## src/rtl/tl_sensor.sv

```systemverilog
// ============================================================================
// tl_sensor : per-street car queue counters with optional light-protocol checker
// Optional checker enabled by macro TL_SENSOR_CHECKER_EN.  Revision 1.0
// ============================================================================
`default_nettype none

module tl_sensor #(
  parameter int QW = 4
) (
  input  logic          clk,
  input  logic          reset_n,
  input  logic          arr_a,
  input  logic          arr_b,
  input  logic [1:0]    La,
  input  logic [1:0]    Lb,
  output logic          Ta,
  output logic          Tb,
  output logic [QW-1:0] qa,
  output logic [QW-1:0] qb,
  output logic          ovf,
  output logic          viol,
  output logic [1:0]    viol_code
);

  localparam logic [1:0]    GREEN   = 2'b00;
  localparam logic [1:0]    YELLOW  = 2'b01;
  localparam logic [1:0]    ILLEGAL = 2'b10;
  localparam logic [1:0]    RED     = 2'b11;
  localparam logic [QW-1:0] QMAX    = '1;

  logic dep_a;
  logic dep_b;

  assign dep_a = (La == GREEN) && (qa != '0);
  assign dep_b = (Lb == GREEN) && (qb != '0);

  // An arrival and a departure in the same cycle cancel out.
  always_ff @(posedge clk or negedge reset_n) begin
    if (!reset_n) begin
      qa  <= '0;
      qb  <= '0;
      ovf <= 1'b0;
    end else begin
      if (arr_a && !dep_a) begin
        if (qa == QMAX) ovf <= 1'b1;
        else            qa  <= qa + 1'b1;
      end else if (dep_a && !arr_a) begin
        qa <= qa - 1'b1;
      end
      if (arr_b && !dep_b) begin
        if (qb == QMAX) ovf <= 1'b1;
        else            qb  <= qb + 1'b1;
      end else if (dep_b && !arr_b) begin
        qb <= qb - 1'b1;
      end
    end
  end

  assign Ta = (qa != '0);
  assign Tb = (qb != '0);

`ifdef TL_SENSOR_CHECKER_EN
  typedef enum logic [1:0] {
    IDLE = 2'b00,
    MON  = 2'b01,
    ERR  = 2'b10
  } state_t;

  state_t     state;
  state_t     state_nx;
  logic [1:0] prev_a;
  logic [1:0] prev_b;
  logic [1:0] code_nx;

  // A light may hold its colour or advance one step around G -> Y -> R -> G.
  function automatic logic step_ok(input logic [1:0] cur, input logic [1:0] nxt);
    case (cur)
      GREEN:   step_ok = (nxt == GREEN)  || (nxt == YELLOW);
      YELLOW:  step_ok = (nxt == YELLOW) || (nxt == RED);
      RED:     step_ok = (nxt == RED)    || (nxt == GREEN);
      default: step_ok = 1'b0;
    endcase
  endfunction

  always_comb begin
    state_nx = state;
    code_nx  = 2'b00;
    case (state)
      IDLE: state_nx = MON;
      MON: begin
        if ((La == ILLEGAL) || (Lb == ILLEGAL))
          code_nx = 2'b11;
        else if ((La != RED) && (Lb != RED))
          code_nx = 2'b01;
        else if (!step_ok(prev_a, La) || !step_ok(prev_b, Lb))
          code_nx = 2'b10;
        if (code_nx != 2'b00) state_nx = ERR;
      end
      ERR:     state_nx = ERR;
      default: state_nx = IDLE;
    endcase
  end

  always_ff @(posedge clk or negedge reset_n) begin
    if (!reset_n) begin
      state     <= IDLE;
      prev_a    <= 2'b00;
      prev_b    <= 2'b00;
      viol      <= 1'b0;
      viol_code <= 2'b00;
    end else begin
      state <= state_nx;
      if (state != ERR) begin
        prev_a <= La;
        prev_b <= Lb;
      end
      // Only the first violation is recorded; ERR never leaves until reset.
      if ((state == MON) && (code_nx != 2'b00)) begin
        viol      <= 1'b1;
        viol_code <= code_nx;
      end
    end
  end
`else
  assign viol      = 1'b0;
  assign viol_code = 2'b00;
`endif

endmodule

`default_nettype wire
```

## config.mk

```make
export PLATFORM = sky130hd
export DESIGN_NAME = tl_sensor
export DESIGN_NICKNAME = d
export VERILOG_FILES = /design/src/rtl/tl_sensor.sv
export SDC_FILE = /design/constraint.sdc
export NUM_CORES = 1
export LEC_CHECK = 0
export ABC_AREA = 1
export BUFFER_PORTS_ARGS = -buffer_cell sky130_fd_sc_hd__buf_2
export CAP_MARGIN = 20
export CORE_AREA = 2 2 45 43
export CTS_CLUSTER_SIZE = 12
export DETAILED_ROUTE_END_ITERATION = 10
export DIE_AREA = 0 0 47 45
export GPL_ROUTABILITY_DRIVEN = 0
export GPL_TIMING_DRIVEN = 0
export PLACE_DENSITY = 0.71
export SYNTH_ARGS = -nofsm -noshare
export SYNTH_HDL_FRONTEND = slang
export SYNTH_SLANG_ARGS = --single-unit
```

## constraint.sdc

```tcl
create_clock -name clk -period 1.6 [get_ports clk]
set_input_delay 0.16 -clock clk [delete_from_list [all_inputs] [get_ports clk]]
set_output_delay 0.16 -clock clk [all_outputs]
set_load 0.005 [all_outputs]
```

# [Word-level counts from Yosys, hierarchy flattened]
# Cells that the tools add are included.
# W data, S select, Z words.
[word_totals] regBits=9 word_cells=39 output_inout_bits=14
[op_classes] eq_ne=4 reduce_logical=18 n_addsub=4 n_mux=10
[op_table] operator="$mux W4" count=6
[op_table] operator="$add A4 B1 Y4 const B" count=2
[op_table] operator="$eq A4 B4 Y1 const B" count=2
[op_table] operator="$reduce_bool A4 Y1" count=2
[op_table] operator="$sub A4 B1 Y4 const B" count=2
[op_table] operator="$logic_and A1 B1 Y1" count=6
[op_table] operator="$logic_not A1 Y1" count=4
[op_table] operator="$logic_not A2 Y1" count=2
[op_table] operator="$mux W1" count=4
[op_table] operator="$ne A2 B2 Y1 const B" count=2
[op_table] operator="$reduce_and A2 Y1" count=2
[op_table] operator="$reduce_bool A2 Y1" count=2

# [Depth between registers and ports, before layout]
[depth] depth_word=7 mapped_depth=13

# [Worst setup path after synthesis]
# No wires, ideal clock.
[synth_timing] path_type="reg-to-reg" startpoint="register qa[1]" endpoint="register qa[3]" setup_ns=0.117 arrival_ns=1.669 required_time_ns=1.483 stages_incl_launch_ff=14 n_path_buf=0 path_slack_ns=-0.186 cell_sequence="dfrtp_1 nor2_2 nand2_2 nand2_2 nand2_1 ha_1 nand2_1 nand2_1 nor2_1 inv_1 nand2_1 nand3_1 nand2_1 nand2_1"
[synth_via] elab_chain_len=6
[synth_rtl] element="start: declaration" line_no="18" text="output logic [QW-1:0] qa,"
[synth_rtl] element="start signal: assignment" line_no="46" text="else qa <= qa + 1'b1;"
[synth_rtl] element="start signal: assignment" line_no="48" text="qa <= qa - 1'b1;"
[synth_rtl] element="$reduce_bool A4 Y1 (*)"
[synth_rtl] element="named net Ta" line_no="16" text="output logic Ta,"
[synth_rtl] element="$logic_and A1 B1 Y1 (*)" line_no="34" text="assign dep_a = (La == GREEN) && (qa != '0);"
[synth_rtl] element="$logic_not A1 Y1" line_no="44" text="if (arr_a && !dep_a) begin"
[synth_rtl] element="$logic_and A1 B1 Y1" line_no="44"
[synth_rtl] element="$ne A2 B2 Y1 (no line) or $reduce_bool A2 Y1 (tied branches)"
[synth_rtl] element="$reduce_and A2 Y1 (no line)"
# Mark *: on every way through the listed nets, which the timed path passes. The rest lies on a longest branch. The select of a mux whose other input is x is not followed.
# A chain may end at the register's enable or synchronous reset.

# [Worst setup path after layout]
[layout_timing] startpoint="register qa[2]" endpoint="register qa[3]"
[layout_via] elab_chain_len=6
[layout_rtl] element="parallel branches: the longest is 6 deep, another holds $sub A4 B1 Y4"
# Several ways; the timed one is not identified. The select of a mux whose other input is x is not followed.

==> summary.md <==
| Metric | Value |
|---|---|
| Run status | complete, but fails checks |
| Failing checks | setup timing |
| Die ar. | 2120 µm² |
| Critical Path Sink Type | flop |
| Vias in the first global route | 659 |
| Overflow after GRT | 0 |
| Flops & latches, synth | 9 |
| Synth Area per Inst | 8.08 µm² |
| Area delta synth->final | 69.2% |
| Core area | 1610 µm² |
| Clock Latency Late Sink | 260 ps |
| Largest cells by area after synthesis | dfrtp_1 33%, nand2_1 9.8%, ha_1 7.3% |
| Slowest cell on the critical path | dfrtp_2 |
| Starting Density | 42.6% |
| Global-route usage over all layers | 19.8% |
| Reg clk slew, reported paths | 60 ps |
| Synth cell types | 19 |
| Post-layout net count | 144 |
| Sequential Area | 233 µm² |
| CP Data Arrival Time | 1820 ps |
| Final Max Tran Viols | 0 |
| Die extent in x | 47 µm |
| Global-route wire length before repair | 2950 µm |
| Util after Layout | 72.1% |
| DR iter-0 viols | 19 |
| Post-Syn Instances | 85 |
| # DRC | 0 |
| Final min period | 1660 ps |
| Placed Cells | 129 |
| PD cells | 1800 nW/µm² |
| Area of the mapped netlist | 687 µm² |
| Num CTS Buffers | 3 |
| HPWL Detailed | 1130 µm |
| Area of the multi-input gates | 566 µm² |
| Ports | 22 |
| Crit-path max FO | 4 |
| Sequential area share after synthesis | 32.8% |
| Max frequency | 602 MHz |
| Share of layout cells above drive strength 1 | 59.7% |
| Commonest non-fill, non-tap cell in the layout | buf_4 |
| Chain of cells forming the critical path | nor2_2, nand2_2, nand2_4, nand2_8, ha_4, nand2_2, nand2_2, nor2_4, inv_1, nand2_1, nand3_1, nand2_1, nand2_1 |
| Vias | 715 |
| Most frequent cells in the layout | 21 x buf_4, 18 x buf_2, 12 x nand2_1 |
| Fin. Hold Viols | 0 |
| ANT nets after route | 0 |
| Final setup violation count | 4 |
| RSZ-0062 raised after global routing | true |
| Initial antenna violation count | 0 |
| Largest net degree at the start of global routing | 10 |
| Hold Path Class | primary input to asynchronous set/reset pin |
| Pre-CTS WS | -168 ps |
| FILL cells | 119 |
| Drt pass-1 iters | 4 |
| Ys Warns | 0 |
| Cell Count, Final, Fillers Out | 153 |
| CTS tree | yes |
| Leak | 0.559 nW |
| Row Count | 14 |
| # H-tree levels | 1 |
| Buffers on Ports | 18 |
| Die Y | 45 µm |
| Worst path max stage delay | 410 ps |
| Crit path launch type | flop |
| Hold Slack | 277 ps |
| Yosys top cell by area | dfrtp_1 |
| Drt wl/cell | 11.7 µm |
| Worst Skew | 0.629 ps |
| Max clock buf depth | 2 |
| Critical Path RT | 1760 ps |
| Number of antenna diodes | 0 |
| Via density per instance | 4.67 |
| Post-Route WL | 1790 µm |
| Final Worst Setup Slack | -62.0 ps |
| Final setup TNS | -177 ps |
| Top cell type's share of synthesized area | 32.8% |
| Clock sink count | 9 |
| Final period util | 104% |
| CTS root buf | clkbuf_4 |
| Setup CP Type | flop to flop |
| Maxcap violations | 0 |
| VDD IR max | 1.10 mV |
-- worst max-delay path, delay by kind of cell, from the launching register on --
| kind | cells | cell delay [ps] |
|---|---|---|
| adders and majority gates | 1 | 260 |
| and+or+nand+nor | 11 | 840 |
| buffers and inverters | 1 | 40 |
| DFF | 1 | 410 |
-- cells by family after synthesis --
family	count (synthesis)	share of synthesized area [%]
buffers and inverters	11	7.65
other	1	0.546
flip-flops	9	32.8
XOR/XNOR	4	5.10
AO/OA/AOI/OAI	4	3.64
AND/OR/NAND/NOR	50	37.2
adder cells (fa/ha/maj)	6	13.1
-- flip-flops by register name, summed over array words and instances (netlist names) --
signal and flops:
ovf 1, qa 4, qb 4
-- synthesized netlist by cell type --
cell,number
nand2_1,18
nor2_1,10
dfrtp_1,9
inv_1,8
nand3_1,6
ha_1,4
nand2_2,4
nand4_1,4
buf_4,3
a21oi_1,2
fa_1,2
nand2_4,2
nand3_2,2
nand3b_1,2
nor2_2,2
o21bai_1,2
xnor2_1,2
xor2_1,2
conb_1,1
-- power breakdown --
part           internal (W)  switching (W)
combinational      0.000742       0.000712
sequential         0.000358      0.0000963
clock             0.0000965      0.0000848
total               0.00120       0.000893
-- worst paths after layout --
path / depth (start not counted) / start / slack [ps] / end
worst max-delay path: 13 / qa[2]$_DFFE_PN0P_ / -60 / qa[3]$_DFFE_PN0P_
worst min-delay path: 2 / reset_n / 280 / qb[3]$_DFFE_PN0P_
worst max register to register: 13 / qa[2]$_DFFE_PN0P_ / -60 / qa[3]$_DFFE_PN0P_
worst min register to register: 2 / qa[0]$_DFFE_PN0P_ / 600 / qa[0]$_DFFE_PN0P_
max in group asynchronous: 2 / reset_n / 1130 / qa[2]$_DFFE_PN0P_
min in group clk: 4 / arr_a / 330 / qa[1]$_DFFE_PN0P_
-- metrics by stage --
stage	power, W	area (µm²)
3_3_place_gp	0.00137	902
2_1_floorplan	0.00114	782
5_1_grt	0.00228	1160
3_5_place_dp	0.00141	902
6_report	0.00209	1160
4_1_cts	0.00183	1070
-- cell type report --
type,count,share of cell area (%)
clock buffer,4,2.26
inverter,8,2.58
multi-input combinational,67,48.7
buffer,3,1.94
sequential,9,20.0
timing repair buffer,38,22.0
tap,24,2.58
-- timing repair --
action                                  in CTS  in global routing
buffers inserted                            14                  6
hold buffers                                 1                  0
endpoints found under the hold margin        9                  0
endpoints found under the setup margin       3                  5
pin swaps                                    8                 18
resized for setup                            5                 12
-- routing by layer --
| metal | vias to the layer above | routed length (µm) | global-route usage, % |
|---|---|---|---|
| met3 | 2 | 88 | 6.00 |
| met5 | - | 0 | 0 |
| li1 | 355 | - | - |
| met4 | 0 | 14 | 5.00 |
| met1 | 340 | 823 | 27.3 |
| met2 | 18 | 868 | 30.4 |
(Power assumes the default switching activity.)
